[config.mk]
export PLATFORM = sky130hd
export DESIGN_NAME = pipe_ctrl_regs
export DESIGN_NICKNAME = d
export VERILOG_FILES = /design/src/rtl/pipe_ctrl_regs.sv
export SDC_FILE = /design/constraint.sdc
export NUM_CORES = 1
export LEC_CHECK = 0
export ABC_AREA = 1
export BUFFER_PORTS_ARGS = -buffer_cell sky130_fd_sc_hd__buf_2
export CAP_MARGIN = 25
export CORE_ASPECT_RATIO = 0.9
export CORE_MARGIN = 2
export CORE_UTILIZATION = 59
export CTS_BUF_LIST = sky130_fd_sc_hd__clkbuf_4 sky130_fd_sc_hd__clkbuf_8
export CTS_CLUSTER_SIZE = 8
export DETAILED_ROUTE_END_ITERATION = 7
export PLACE_DENSITY = 0.88
export SYNTH_ARGS = -nofsm -noshare
export SYNTH_HDL_FRONTEND = slang
export SYNTH_SLANG_ARGS = --single-unit
[constraint.sdc]
create_clock -name Clk -period 3 [get_ports Clk]
set_input_delay 0.6 -clock Clk [delete_from_list [all_inputs] [get_ports Clk]]
set_output_delay 0.6 -clock Clk [all_outputs]
set_load 0.01 [all_outputs]
[src/rtl/pipe_ctrl_regs.sv]
// Control-side pipeline registers (ID/EX, EX/MEM, MEM/WB) for a 5-stage core,
// with stall/flush handling and retire/stall/flush statistics counters.
module pipe_ctrl_regs (
   input  logic        Clk,
   input  logic        Rst,
   input  logic        Wreg,
   input  logic        Reg2reg,
   input  logic        Wmem,
   input  logic        Aluqb,
   input  logic        Reglui,
   input  logic [1:0]  Aluc,
   input  logic [5:0]  Op,
   input  logic [4:0]  Rd,
   input  logic        STALL,
   input  logic        Condep,
   output logic        eWreg,
   output logic        eReg2reg,
   output logic        eWmem,
   output logic        eAluqb,
   output logic        eReglui,
   output logic [1:0]  eAluc,
   output logic [5:0]  eOp,
   output logic [4:0]  eRd,
   output logic        mWreg,
   output logic        mReg2reg,
   output logic        mWmem,
   output logic [4:0]  mRd,
   output logic        wWreg,
   output logic        wReg2reg,
   output logic [4:0]  wRd,
   output logic        PcEn,
   output logic        IrEn,
   output logic [31:0] RetireCnt,
   output logic [15:0] StallCnt,
   output logic [15:0] FlushCnt
);

   logic vld_p0, vld_p1, vld_p2;
   logic load_id;

   function automatic logic [15:0] sat_inc16(input logic [15:0] v);
      return (v == 16'hFFFF) ? v : v + 16'd1;
   endfunction

   // A flush wins over a stall so the redirected fetch is not held back.
   assign PcEn    = ~STALL | ~Condep;
   assign IrEn    = ~STALL | ~Condep;
   assign load_id = Condep & ~STALL;

   // ID/EX
   always_ff @(posedge Clk) begin
      if (Rst || !load_id) begin
         vld_p0   <= 1'b0;
         eWreg    <= 1'b0;
         eReg2reg <= 1'b1;
         eWmem    <= 1'b0;
         eAluqb   <= 1'b0;
         eReglui  <= 1'b0;
         eAluc    <= 2'b00;
         eOp      <= 6'b000000;
         eRd      <= 5'b00000;
      end else begin
         vld_p0   <= 1'b1;
         eWreg    <= Wreg;
         eReg2reg <= Reg2reg;
         eWmem    <= Wmem;
         eAluqb   <= Aluqb;
         eReglui  <= Reglui;
         eAluc    <= Aluc;
         eOp      <= Op;
         eRd      <= Rd;
      end
   end

   // EX/MEM
   always_ff @(posedge Clk) begin
      if (Rst) begin
         vld_p1   <= 1'b0;
         mWreg    <= 1'b0;
         mReg2reg <= 1'b1;
         mWmem    <= 1'b0;
         mRd      <= 5'b00000;
      end else begin
         vld_p1   <= vld_p0;
         mWreg    <= eWreg;
         mReg2reg <= eReg2reg;
         mWmem    <= eWmem;
         mRd      <= eRd;
      end
   end

   // MEM/WB
   always_ff @(posedge Clk) begin
      if (Rst) begin
         vld_p2   <= 1'b0;
         wWreg    <= 1'b0;
         wReg2reg <= 1'b1;
         wRd      <= 5'b00000;
      end else begin
         vld_p2   <= vld_p1;
         wWreg    <= mWreg;
         wReg2reg <= mReg2reg;
         wRd      <= mRd;
      end
   end

   // Statistics: a simultaneous stall and flush counts only as a flush.
   always_ff @(posedge Clk) begin
      if (Rst) begin
         RetireCnt <= 32'd0;
         StallCnt  <= 16'd0;
         FlushCnt  <= 16'd0;
      end else begin
         if (vld_p2)
            RetireCnt <= RetireCnt + 32'd1;
         if (!Condep)
            FlushCnt <= sat_inc16(FlushCnt);
         else if (STALL)
            StallCnt <= sat_inc16(StallCnt);
      end
   end

endmodule

=== Yosys cells after proc, flatten, opt, wreduce, memory -nomap -nowiden ===
Index checks and enable logic that the tools add are counted.

* Flip-flop bits (word level): 100
* Input port bits: 22
* Output and inout bits: 99
* Logic and storage cells: 37

* $add $sub $neg: 3
* Eq/ne operators: 2
* Multiplexer cells: 1
* Bitwise gates (word level): 6
* Reduce and logical (&&, ||, !) cells: 4

{| class="wikitable"
|+ Operators by type and width
! operator !! count
|-
| adder 16 x 1 -> 16 bit, second input constant || 2
|-
| adder 32 x 1 -> 32 bit, second input constant || 1
|-
| == test 16 bit, second input constant || 2
|-
| NOT 1 bit || 4
|-
| AND reduction 3 bit || 1
|-
| AND reduction 2 bit || 1
|-
| AND 1 bit || 1
|-
| logical NOT 1 bit || 1
|-
| logical OR 1 bit || 1
|-
| two-way mux 1 bit || 1
|-
| OR 1 bit || 1
|}

=== Longest topological paths before layout ===
* Word-level depth: 5
* Depth in mapped cells: 11
* Mapped depth without buffers: 10

=== Worst setup path before layout ===
OpenSTA, ideal clock, no wires.

* Path kind: input port to output port
* From: input Condep
* To: output PcEn
* Data arrival time: 0.941 ns
* Required time: 2.400 ns
* Path slack: 1.459 ns
* Cell stages on the path: 2
* Buffers on the path: 1
* Cells stage by stage: nand2_1 -> buf_4

* Cells in the longest elaborated chain, start to end: 2

{| class="wikitable"
|+ RTL lines
! item !! line !! source
|-
| from (decl) || 15 || <nowiki>input logic Condep,</nowiki>
|-
| NOT 1 bit || 46 || <nowiki>assign PcEn = ~STALL | ~Condep;</nowiki>
|-
| OR 1 bit || 46 ||
|-
| to (decl) || 31 || <nowiki>output logic PcEn,</nowiki>
|}

No other way between the ends.

=== Worst setup path in the final report ===
* From: register FlushCnt[0]
* To: register FlushCnt[3]

* Cells in the longest elaborated chain, start to end: 3
* Elaborated cells between the ends (all ways): 4
* Classes of those cells: add/sub: 1; eq/ne: 1; bitwise: 1; reduce/logical: 1

{| class="wikitable"
|+ RTL lines
! item !! line !! source
|-
| from (decl) || 35 || <nowiki>output logic [15:0] FlushCnt</nowiki>
|-
| from (signal assigned) || 117 || <nowiki>FlushCnt <= sat_inc16(FlushCnt);</nowiki>
|-
| parallel branches: the longest is 3 deep, another holds adder 16 x 1 -> 16 bit || -- ||
|}

Parallel ways; which one is timed is not known.
A chain may end at the register's enable or synchronous reset.

==> impl_metrics.yaml <==
run_status:
  status: "complete, no violations"
setup_path:
  ff2ff_setup_slack_ns: 0.96
  critPathKind: "reg -> reg"
  path_buf_inv: 2
  endpoint_kind: "register"
  path_delay_family: "simple AND/OR/NAND/NOR gates"
  worst_ep_arrival_time_ns: 2.27
  r2r_cells: 10
  critPathMaxFanout: 12
  timing.rr.end: "FlushCnt[3]"
  required_ns: 3.23
  start_kind: "register"
  critPathMaxStageDelay_ns: 0.55
  critPathSlowestCell: "nor2_1"
  crit_chain: "ha_1, nand2_1, nor2_1, nand2_1, nor2_1, nor2_1, buf_6, inv_2, nand2_1, a21oi_1"
  reg2reg_from: "FlushCnt[0]"
place:
  place_area_um2: 5320
  io_buffers: 120
  routabilityCongestion: 0.926
  dp_hpwl_mm: 8.12
  pre_cts_ws_ns: 0.861
  dp.cells: 892
clock_tree:
  path_clk_slew_ns: 0.10
  post_cts_buffers: 0
  ctsHoldBuffers: 0
  clockBufferDepth: 2
  cts_resized: 0
  tritoncts: "done"
  cts_root_buffer: "clkbuf_8"
  h-tree-depth: 3
  numCtsBuffers: 9
  clock_sinks: 100
  clock_latency_ns: 0.36
timing:
  tns_ns: 0
  rsz0062_at_grt: "no"
  finalSetupViolCount: 0
  drv_slew: 0
  post-route-period-util: 0.679
  slew_headroom: 0.355
  worstMarginPinSlew_ns: 0.967
  fmax_mhz: 491
  hold_viol: 0
  final.min_clock_period_ns: 2.04
  clock_skew_ns: 0.0107
  fin_ws_ns: 0.963
layout:
  multi_input_area_um2: 2200
  drive_gt1_frac: 0.214
  synthToLayoutAreaGrowth_pct: 17.2
  final-seq-area_um2: 2000
  final_area_um2: 5510
  nNetsFinal: 832
  stdcell_count: 908
  n_fill_cell: 644
  diodes: 0
yosys:
  async_flop_share: 0
  synth_seq_cells: 100
  synth_area_leaders: "dfxtp_1 (43%), nand2_1 (13%), nor2_1 (11%)"
  syn-num-nets: 716
  synth-edff-count: 0
  synth_top_area_share: 0.426
  yosysUniqueCellTypes: 39
  synth_ff_type: "dfxtp_1"
  avgSynthCellArea_um2: 6.80
  yosysWarnings: 0
  netlist_instances: 691
  ys_seq_area_frac: 0.426
  synth.cell_area_um2: 4700
  yosys.area.top_type: "dfxtp_1"
power_and_ir_drop:
  p_int_mw: 1.70
  leakage_nw: 2.56
  powerDensity_nw_per_um2: 417
  switchingPower_mw: 0.593
  finalPower_mw: 2.30
  seqPwrFrac: 0.590
  p_sw_frac: 0.258
  clock_power_share: 0.362
  ir_worst_vdd_mv: 0.402
  p_comb_frac: 0.049
floorplan:
  die_area_um2: 8700
  initial_core_util: 0.617
  fp.dieW_um: 98.1
  io_pins: 121
  core-area_um2: 7620
  rows: 30
  die_h_um: 88.7
drt:
  via_per_inst: 5.13
  firstDrtPassIters: 5
  drc: 0
  wl_mm: 11.0
  detail-route-antenna-nets: 0
  initialDrtViolationCount: 197
  wl_per_cell_um: 12.1
  vias: 4655
global_route:
  grt_first_pass_wirelength_mm: 18.2
  antenna_found_initial: 0
  grt_util_all_layers: 0.254
  grt_max_degree: 32
  grt_remaining_overflow: 0
  grt_pass1_vias: 4271
worst_hold_path:
  hold_class: "reg -> reg"
  hp-start: "vld_p1"
  whs_path_depth: 2
  holdPathEnd: "vld_p2"
job:
  drv_cap: 0
-- per-stage QoR --
step / util / hold WS (ns)
finish: 0.723 / 0.409
global route: 0.723 / 0.405
CTS: 0.723 / 0.409
detailed placement: 0.699 / 0.392
global placement: 0.697 / 0.389
floorplan: - / 0.388
-- Yosys cell counts, drive strengths merged, types with 6 or more instances --
| cell type | number |
|---|---|
| a21oi | 33 |
| buf | 9 |
| clkbuf | 7 |
| dfxtp | 100 |
| inv | 100 |
| nand2 | 176 |
| nand3 | 47 |
| nand4 | 19 |
| nor2 | 145 |
| nor3 | 9 |
| o21ai | 18 |
| xor2 | 6 |
-- power groups by stage --
stage / logic, mW / registers (mW) / clock network, mW
floorplan: 0.0662 / 1.39 / 0
global placement: 0.107 / 1.38 / 0
detailed placement: 0.112 / 1.38 / 0
CTS: 0.112 / 1.35 / 0.857
global route: 0.124 / 1.36 / 0.895
finish: 0.112 / 1.35 / 0.831
-- how the worst max path moves through the flow --
stage,end,start,cells past startpoint
6_report,FlushCnt[3],FlushCnt[0],10
5_1_grt,FlushCnt[3],FlushCnt[0],10
4_1_cts,FlushCnt[3],FlushCnt[0],10
3_5_place_dp,RetireCnt[5],Rst,4
3_3_place_gp,FlushCnt[1],FlushCnt[0],9
2_1_floorplan,PcEn,Condep,2
-- registers in the layout, indices dropped and copies added, names as in the netlist, 2 cells and up --
signal     flops
FlushCnt      16
wRd            5
eOp            6
StallCnt      16
eRd            5
eAluc          2
RetireCnt     32
mRd            5
-- routing by layer --
layer	GRT usage	up-vias	routed length [um]
li1	-	2376	-
met3	0.0687	13	882
met1	0.297	2077	4620
met2	0.462	189	5380
met4	0.0770	0	129
met5	0	-	0
-- worst reg2reg max path, cell delays in order (launching register included) --
cell and delay [ns]:
dfxtp_1 0.38, ha_1 0.26, nand2_1 0.08, nor2_1 0.05, nand2_1 0.08, nor2_1 0.05, nor2_1 0.55, buf_6 0.23
inv_2 0.09, nand2_1 0.07, a21oi_1 0.06
-- cells by family after synthesis --
kind of cell    after synthesis  synth area share
simple gates                404             0.371
flops                       100             0.426
fa+ha+maj                     3           0.00799
xor+xnor                     10            0.0186
compound gates               56            0.0700
buf+inv                     118             0.106
-- layout by cell type, fill, tap and decap left out, types with 3 or more instances in the layout --
master    netlist  final
a21oi_1        23     23
a21oi_2        10     10
buf_2           2    120
clkbuf_8        0      9
dfxtp_1       100    100
ha_1            3      3
inv_1          92     92
inv_2           7      7
inv_6           0      4
nand2_1       169    169
nand2_2         4      4
nand2_4         3      3
nand3_1        47     47
nand3b_1        3      3
nand4_1        19     19
nor2_1        137    137
nor2_2          4      4
nor2_4          3      3
nor3_1          8      8
o21ai_0        13     13
o21ai_1         5      5
xnor2_1         4      4
xor2_1          6      6
-- area by class of cell --
type | instances | share of cell area
clock buffers | 9 | 0.0225
well taps | 96 | 0.0218
repair buffers | 122 | 0.112
flip-flops and latches | 100 | 0.363
multi-input cells | 473 | 0.399
inverters | 101 | 0.0693
clock inverters | 7 | 0.0116
Note: power is estimated with default switching activity, not from simulation.
